<file path="src/rtl/mci_axi_mgr_pkg.sv">
// mci_axi_mgr_pkg
//  Shared types and constants for the MCI single-outstanding AXI4 manager.
//  Contents:
//   mgr_state_e     manager FSM states
//   AXI_RESP_*      AXI response encodings
//   AXI_BURST_INCR  burst encoding used for every request
//   resp_is_error   maps an xRESP field onto the requester error flag
package mci_axi_mgr_pkg;

  typedef enum logic [2:0] {
    IDLE,
    WR,
    WR_RESP,
    RD,
    RD_RESP,
    DONE,
    DRAIN
  } mgr_state_e;

  localparam logic [1:0] AXI_RESP_OKAY   = 2'b00;
  localparam logic [1:0] AXI_RESP_EXOKAY = 2'b01;
  localparam logic [1:0] AXI_RESP_SLVERR = 2'b10;
  localparam logic [1:0] AXI_RESP_DECERR = 2'b11;

  localparam logic [1:0] AXI_BURST_INCR = 2'b01;

  // SLVERR and DECERR both have bit 1 set; OKAY/EXOKAY do not.
  function automatic logic resp_is_error(input logic [1:0] resp);
    return resp[1];
  endfunction

endpackage

</file>
<file path="src/rtl/mci_axi_mgr.sv">
// mci_axi_mgr
//  Single-outstanding AXI4 manager for MCI. Takes one simplex request at a
//  time from an internal initiator (req_dv held until req_hold drops) and
//  turns it into a single-beat AXI read or write on the outbound port. Read
//  data and an error flag are returned to the requester in the DONE cycle.
//
//  Ports:
//   clk, rst                 clock, asynchronous active-high reset
//   req_dv / req_hold        request valid / stall back to the requester
//   req_write                1 = write, 0 = read
//   req_addr/wdata/wstrb     request address, write data, byte strobes
//   req_user / req_id        driven onto AxUSER / AxID
//   resp_rdata / resp_error  response, valid while req_dv & !req_hold
//   m_axi_aw*/w*/b*/ar*/r*   AXI4 manager channels
//
//  Configuration:
//   MCI_AXI_MGR_TIMEOUT_EN  when defined, a watchdog of TIMEOUT_CYCLES runs
//                           while waiting for B/R; on expiry the request is
//                           completed with an error and the late response is
//                           drained in the DRAIN state before the next request.
module mci_axi_mgr
  import mci_axi_mgr_pkg::*;
#(
  parameter int AXI_ADDR_WIDTH = 32,
  parameter int AXI_DATA_WIDTH = 32,
  parameter int AXI_USER_WIDTH = 32,
  parameter int AXI_ID_WIDTH   = 8,
  parameter int TIMEOUT_CYCLES = 1024
) (
  input  logic                        clk,
  input  logic                        rst,

  input  logic                        req_dv,
  input  logic                        req_write,
  input  logic [AXI_ADDR_WIDTH-1:0]   req_addr,
  input  logic [AXI_DATA_WIDTH-1:0]   req_wdata,
  input  logic [AXI_DATA_WIDTH/8-1:0] req_wstrb,
  input  logic [AXI_USER_WIDTH-1:0]   req_user,
  input  logic [AXI_ID_WIDTH-1:0]     req_id,
  output logic                        req_hold,
  output logic [AXI_DATA_WIDTH-1:0]   resp_rdata,
  output logic                        resp_error,

  output logic                        m_axi_awvalid,
  input  logic                        m_axi_awready,
  output logic [AXI_ADDR_WIDTH-1:0]   m_axi_awaddr,
  output logic [AXI_ID_WIDTH-1:0]     m_axi_awid,
  output logic [AXI_USER_WIDTH-1:0]   m_axi_awuser,
  output logic [7:0]                  m_axi_awlen,
  output logic [2:0]                  m_axi_awsize,
  output logic [1:0]                  m_axi_awburst,
  output logic [2:0]                  m_axi_awprot,
  output logic [3:0]                  m_axi_awcache,
  output logic                        m_axi_awlock,

  output logic                        m_axi_wvalid,
  input  logic                        m_axi_wready,
  output logic [AXI_DATA_WIDTH-1:0]   m_axi_wdata,
  output logic [AXI_DATA_WIDTH/8-1:0] m_axi_wstrb,
  output logic                        m_axi_wlast,

  input  logic                        m_axi_bvalid,
  output logic                        m_axi_bready,
  input  logic [1:0]                  m_axi_bresp,
  input  logic [AXI_ID_WIDTH-1:0]     m_axi_bid,

  output logic                        m_axi_arvalid,
  input  logic                        m_axi_arready,
  output logic [AXI_ADDR_WIDTH-1:0]   m_axi_araddr,
  output logic [AXI_ID_WIDTH-1:0]     m_axi_arid,
  output logic [AXI_USER_WIDTH-1:0]   m_axi_aruser,
  output logic [7:0]                  m_axi_arlen,
  output logic [2:0]                  m_axi_arsize,
  output logic [1:0]                  m_axi_arburst,
  output logic [2:0]                  m_axi_arprot,
  output logic [3:0]                  m_axi_arcache,
  output logic                        m_axi_arlock,

  input  logic                        m_axi_rvalid,
  output logic                        m_axi_rready,
  input  logic [AXI_DATA_WIDTH-1:0]   m_axi_rdata,
  input  logic [1:0]                  m_axi_rresp,
  input  logic [AXI_ID_WIDTH-1:0]     m_axi_rid
);

  localparam logic [2:0] AXI_SIZE = 3'($clog2(AXI_DATA_WIDTH / 8));

  mgr_state_e state_q, state_d;

  logic [AXI_ADDR_WIDTH-1:0]   addr_q;
  logic [AXI_DATA_WIDTH-1:0]   wdata_q;
  logic [AXI_DATA_WIDTH/8-1:0] wstrb_q;
  logic [AXI_USER_WIDTH-1:0]   user_q;
  logic [AXI_ID_WIDTH-1:0]     id_q;
  logic                        aw_done_q;
  logic                        w_done_q;

  logic accept;
  logic timeout_hit;
  logic unused_ids;

  // Only one request is ever in flight, so a request is taken only in IDLE.
  assign accept   = (state_q == IDLE) && req_dv;
  assign req_hold = req_dv && (state_q != DONE);

  // Responses carry no routing information for a single-outstanding manager.
  assign unused_ids = ^{m_axi_bid, m_axi_rid};

  // Address/data channel payloads come straight from the captured request;
  // every transfer is a single INCR beat of the full bus width.
  assign m_axi_awaddr  = addr_q;
  assign m_axi_awid    = id_q;
  assign m_axi_awuser  = user_q;
  assign m_axi_awlen   = 8'd0;
  assign m_axi_awsize  = AXI_SIZE;
  assign m_axi_awburst = AXI_BURST_INCR;
  assign m_axi_awprot  = 3'd0;
  assign m_axi_awcache = 4'd0;
  assign m_axi_awlock  = 1'b0;

  assign m_axi_wdata   = wdata_q;
  assign m_axi_wstrb   = wstrb_q;
  assign m_axi_wlast   = 1'b1;

  assign m_axi_araddr  = addr_q;
  assign m_axi_arid    = id_q;
  assign m_axi_aruser  = user_q;
  assign m_axi_arlen   = 8'd0;
  assign m_axi_arsize  = AXI_SIZE;
  assign m_axi_arburst = AXI_BURST_INCR;
  assign m_axi_arprot  = 3'd0;
  assign m_axi_arcache = 4'd0;
  assign m_axi_arlock  = 1'b0;

`ifdef MCI_AXI_MGR_TIMEOUT_EN
  localparam int TO_W = $clog2(TIMEOUT_CYCLES + 1);

  logic [TO_W-1:0] to_cnt_q;
  logic            timed_out_q;
  logic            drain_write_q;

  // Expiry only counts when the response has not turned up in that very
  // cycle, so a response on the last allowed cycle still completes cleanly.
  assign timeout_hit = ((state_q == WR_RESP && !m_axi_bvalid) ||
                        (state_q == RD_RESP && !m_axi_rvalid)) &&
                       (to_cnt_q == TO_W'(TIMEOUT_CYCLES - 1));

  // Watchdog: counts cycles spent waiting in a response state (zero on
  // entry) and remembers whether the current request expired, plus its
  // direction so DRAIN knows which response channel to sink.
  always_ff @(posedge clk or posedge rst) begin
    if (rst) begin
      to_cnt_q      <= '0;
      timed_out_q   <= 1'b0;
      drain_write_q <= 1'b0;
    end else begin
      if (state_q == WR_RESP || state_q == RD_RESP) begin
        to_cnt_q <= to_cnt_q + TO_W'(1);
      end else begin
        to_cnt_q <= '0;
      end
      if (accept) begin
        timed_out_q   <= 1'b0;
        drain_write_q <= req_write;
      end else if (timeout_hit) begin
        timed_out_q <= 1'b1;
      end
    end
  end
`else
  logic unused_timeout_cfg;

  assign timeout_hit        = 1'b0;
  assign unused_timeout_cfg = |TIMEOUT_CYCLES;
`endif

  // FSM next-state and channel handshake outputs. In WR the AW and W
  // channels run independently; each valid drops once its own handshake
  // has happened, and the write moves on when both are done.
  always_comb begin
    state_d       = state_q;
    m_axi_awvalid = 1'b0;
    m_axi_wvalid  = 1'b0;
    m_axi_bready  = 1'b0;
    m_axi_arvalid = 1'b0;
    m_axi_rready  = 1'b0;
    case (state_q)
      IDLE: begin
        if (req_dv) begin
          state_d = req_write ? WR : RD;
        end
      end
      WR: begin
        m_axi_awvalid = !aw_done_q;
        m_axi_wvalid  = !w_done_q;
        if ((aw_done_q || m_axi_awready) && (w_done_q || m_axi_wready)) begin
          state_d = WR_RESP;
        end
      end
      WR_RESP: begin
        m_axi_bready = 1'b1;
        if (m_axi_bvalid || timeout_hit) begin
          state_d = DONE;
        end
      end
      RD: begin
        m_axi_arvalid = 1'b1;
        if (m_axi_arready) begin
          state_d = RD_RESP;
        end
      end
      RD_RESP: begin
        m_axi_rready = 1'b1;
        if (m_axi_rvalid || timeout_hit) begin
          state_d = DONE;
        end
      end
      DONE: begin
`ifdef MCI_AXI_MGR_TIMEOUT_EN
        state_d = timed_out_q ? DRAIN : IDLE;
`else
        state_d = IDLE;
`endif
      end
      DRAIN: begin
`ifdef MCI_AXI_MGR_TIMEOUT_EN
        m_axi_bready = drain_write_q;
        m_axi_rready = !drain_write_q;
        if ((drain_write_q && m_axi_bvalid) || (!drain_write_q && m_axi_rvalid)) begin
          state_d = IDLE;
        end
`else
        state_d = IDLE;
`endif
      end
      default: begin
        state_d = IDLE;
      end
    endcase
  end

  // State register, request capture, per-channel handshake tracking and
  // the response registers returned to the requester. The response is
  // cleared when a request is accepted so a stale result never leaks out.
  always_ff @(posedge clk or posedge rst) begin
    if (rst) begin
      state_q    <= IDLE;
      addr_q     <= '0;
      wdata_q    <= '0;
      wstrb_q    <= '0;
      user_q     <= '0;
      id_q       <= '0;
      aw_done_q  <= 1'b0;
      w_done_q   <= 1'b0;
      resp_rdata <= '0;
      resp_error <= 1'b0;
    end else begin
      state_q <= state_d;
      if (accept) begin
        addr_q     <= req_addr;
        wdata_q    <= req_wdata;
        wstrb_q    <= req_wstrb;
        user_q     <= req_user;
        id_q       <= req_id;
        aw_done_q  <= 1'b0;
        w_done_q   <= 1'b0;
        resp_rdata <= '0;
        resp_error <= 1'b0;
      end else begin
        if (m_axi_awvalid && m_axi_awready) begin
          aw_done_q <= 1'b1;
        end
        if (m_axi_wvalid && m_axi_wready) begin
          w_done_q <= 1'b1;
        end
        if (state_q == WR_RESP && m_axi_bvalid) begin
          resp_error <= resp_is_error(m_axi_bresp);
        end else if (state_q == RD_RESP && m_axi_rvalid) begin
          resp_rdata <= m_axi_rdata;
          resp_error <= resp_is_error(m_axi_rresp);
        end else if (timeout_hit) begin
          resp_rdata <= '0;
          resp_error <= 1'b1;
        end
      end
    end
  end

endmodule

</file>
<file path="config.mk">
export PLATFORM = sky130hd
export DESIGN_NAME = mci_axi_mgr
export DESIGN_NICKNAME = d
export VERILOG_FILES = /design/src/rtl/mci_axi_mgr_pkg.sv /design/src/rtl/mci_axi_mgr.sv
export SDC_FILE = /design/constraint.sdc
export NUM_CORES = 1
export LEC_CHECK = 0
export BUFFER_PORTS_ARGS = -buffer_cell sky130_fd_sc_hd__buf_2
export CELL_PAD_IN_SITES_DETAIL_PLACEMENT = 0
export CELL_PAD_IN_SITES_GLOBAL_PLACEMENT = 1
export CORE_ASPECT_RATIO = 0.8
export CORE_MARGIN = 2
export CORE_UTILIZATION = 25
export CTS_CLUSTER_DIAMETER = 30
export DETAILED_ROUTE_END_ITERATION = 16
export GPL_TIMING_DRIVEN = 0
export MAX_ROUTING_LAYER = met4
export PLACE_DENSITY_LB_ADDON = 0.1
export SETUP_SLACK_MARGIN = 0.05
export SLEW_MARGIN = 20
export SYNTH_ARGS = -nofsm -noshare
export SYNTH_HDL_FRONTEND = slang
export SYNTH_SLANG_ARGS = --single-unit
</file>
<file path="constraint.sdc">
create_clock -name clk -period 9.4 [get_ports clk]
set_input_delay 0 -clock clk [delete_from_list [all_inputs] [get_ports clk]]
set_output_delay 0 -clock clk [all_outputs]
set_load 0.05 [all_outputs]
</file>
==> results.json <==
{
  "busiest_layer": "met2",
  "report.final.setup_viol": 0,
  "floorplan.die_area_sq_um": 27200,
  "cts.repair.resized": 0,
  "buffer_ports.inserted": 369,
  "synthArstFlopShare_pct": 100,
  "timing.slew.headroom_pct": 65.9,
  "avgRoutedWirePerCell_um": 14.9,
  "ant_nets": 0,
  "globalRouteOverflowTotal": 0,
  "cp.arrival_ps": 2570,
  "timing_worst_slew_pin_value_ps": 512,
  "post-cts-setup-buffers": 0,
  "drv_slew": 0,
  "initial_core_util_pct": 25.5,
  "yosysUniqueCellTypes": 29,
  "synthCells": 467,
  "synthToLayoutAreaGrowth_pct": 72.3,
  "chipHeight_um": 148,
  "global_route.usage.met1_pct": 18.4,
  "crit_fanout": 8,
  "worstHoldPathType": "in -> reg",
  "first_global_vias": 5620,
  "dp.final_hpwl_um": 15400,
  "floorplan.rows": 52,
  "core_sq_um": 25400,
  "wire_length_of_the_first_global_routing_pass_um": 31400,
  "antenna_found_initial": 3,
  "routed_wirelength_um": 20700,
  "io_pins": 431,
  "tritoncts": "done",
  "detail_route.first_pass.iterations": 4,
  "cp.required_ps": 9700,
  "clk_transition_reported_paths_ps": 70,
  "drt-vias-per-instance": 3.94,
  "drt-initial-drc-count": 141,
  "cap_viol_max_count": 0,
  "fmaxAchievable_mhz": 440,
  "design.final.nets": 1220,
  "cpLargestDelayFamily": "buffers and inverters",
  "edff_count_synth": 0,
  "fin_worst_skew_ps": 11.7,
  "cp_cell_sequence": "clkbuf_2 -> inv_1 -> nand2_1 -> nor3_1 -> dlygate4sd3_1 -> nor3_1 -> dlygate4sd3_1",
  "final_min_period_over_clock_period_pct": 24.2,
  "critPathMaxStageDelay_ps": 570,
  "place.gp.congestion": 0.743,
  "synthesis.yosys.warnings": 0,
  "cp_slowest_cell": "dlygate4sd3_1",
  "grtUsageTotal_pct": 15.6,
  "final-hold-violation-count": 0,
  "grt.met3_usage_pct": 4.02,
  "drive_above_1_share_pct": 61.1,
  "number_of_buffers_inserted_during_clock_tree_synthesis": 17,
  "syn-cell-area_sq_um": 6470,
  "synth.avg_cell_area_sq_um": 13.8,
  "critical_path_class": "reg -> reg",
  "start_kind": "flop",
  "final-instance-count-excl-fill": 1389,
  "cp-end-kind": "flop",
  "grt_setup_unrepaired": "no",
  "grt_util_met2_pct": 26.2,
  "dominantRegCellSynth": "dfrtp_1",
  "clockRootBuffer": "clkbuf_16",
  "grt_max_degree": 95,
  "number_of_remaining_drc_errors": 0,
  "path_buf_inv": 4,
  "placed_cells_incl_taps": 1202,
  "cts_hold_bufs": 154,
  "cts_htree_levels": 4,
  "die_w_um": 184,
  "cts_max_path_buffers": 2,
  "setup_total_negative_slack_ps": 0,
  "yosys_register_bits": 146,
  "status": "finished, final reports clean",
  "clock_sinks": 146,
  "route.vias.total": 5477,
  "clock_network_latency_to_the_later_pin_of_the_worst_skew_pair_ps": 420,
  "synth_seq_area_share_pct": 56.5,
  "fin_crit_ps": 2270
}
-- cell usage in the layout (no fill, tap or decap), drive strengths merged, types with 2 or more instances in the layout --
cell type / count
a21oi: 5
a221oi: 2
a22o: 32
buf: 506
bufinv: 7
clkbuf: 19
conb: 43
dfrtp: 146
diode: 3
dlygate4sd3: 154
inv: 7
mux2: 108
nand2: 4
nand2b: 2
nor2: 9
nor3: 3
-- cells by family after synthesis --
group	synth area share, %
other cells	0.116
buf+inv	16.5
simple gates	1.99
flops	56.5
mux	19.0
compound gates	5.88
-- worst min-delay path: stages --
cell and delay [ps]:
buf_2 90, nand2b_1 90, nand2_1 110, a31o_2 150
-- Yosys cell counts, types with 3 or more instances --
| master | number | share of area, % |
|---|---|---|
| dfrtp_1 | 146 | 57 |
| buf_4 | 120 | 14 |
| mux2_2 | 108 | 19 |
| a22o_1 | 32 | 4.3 |
| buf_6 | 11 | 1.9 |
| nor2_1 | 8 | 0.46 |
| a21oi_1 | 5 | 0.39 |
| buf_2 | 5 | 0.39 |
| inv_1 | 4 | 0.23 |
| nand2_1 | 4 | 0.23 |
| nor3_1 | 3 | 0.23 |
-- layer usage --
metal  routed length (um)  vias to the layer above  part of all wire (%)
li1                     -                     2634                     -
met1                 8710                     2573                    42
met2                10300                      248                    50
met3                 1380                       22                   6.7
met4                  343                        0                   1.7
met5                    0                        -                     0
-- cell type report --
type                       instances  area, sq um
antenna                            3         7.51
sequential                       146         3650
inverter                           4         22.5
fill                            2456        14200
buffer                           137         1050
timing repair buffer             524         3420
multi-input combinational        221         1900
tap                              324          405
clock inverter                    12          253
clock buffer                      18          429
-- flip-flops by register name (all words and copies together) (netlist names) --
name	flops
state_q	3
resp_error	1
m_axi_araddr	32
w_done_q	1
m_axi_wstrb	4
m_axi_arid	8
resp_rdata	32
aw_done_q	1
m_axi_aruser	32
m_axi_wdata	32
-- stage by stage --
stage                     util, %  setup slack [ps]  area, sq um  hold slack [ps]
final                        43.9              7130        11100             67.2
after global routing         43.9              7000        11100             77.4
after CTS                    43.9              7140        11100             40.0
after detailed placement     35.1              7660         8910             43.6
after global placement       35.0              3280         8870              224
after floorplan                 -              5480         6620              140
-- worst paths after layout --
kind                            depth (start not counted)              end  slack (ps)           start
worst max-delay path                                    7       resp_error        7130      state_q[2]
worst min-delay path                                    4       state_q[2]          70    m_axi_bvalid
worst max register to register                          7       resp_error        7130      state_q[2]
worst min register to register                          1   resp_rdata[13]         490  resp_rdata[13]
max in group asynchronous                               4    resp_rdata[7]        8450             rst
min in group asynchronous                               3  m_axi_wdata[30]         130             rst
Power is left out: the tool's default activity adds up to more than one toggle a clock period on the data nets, which glitch-free logic cannot reach.
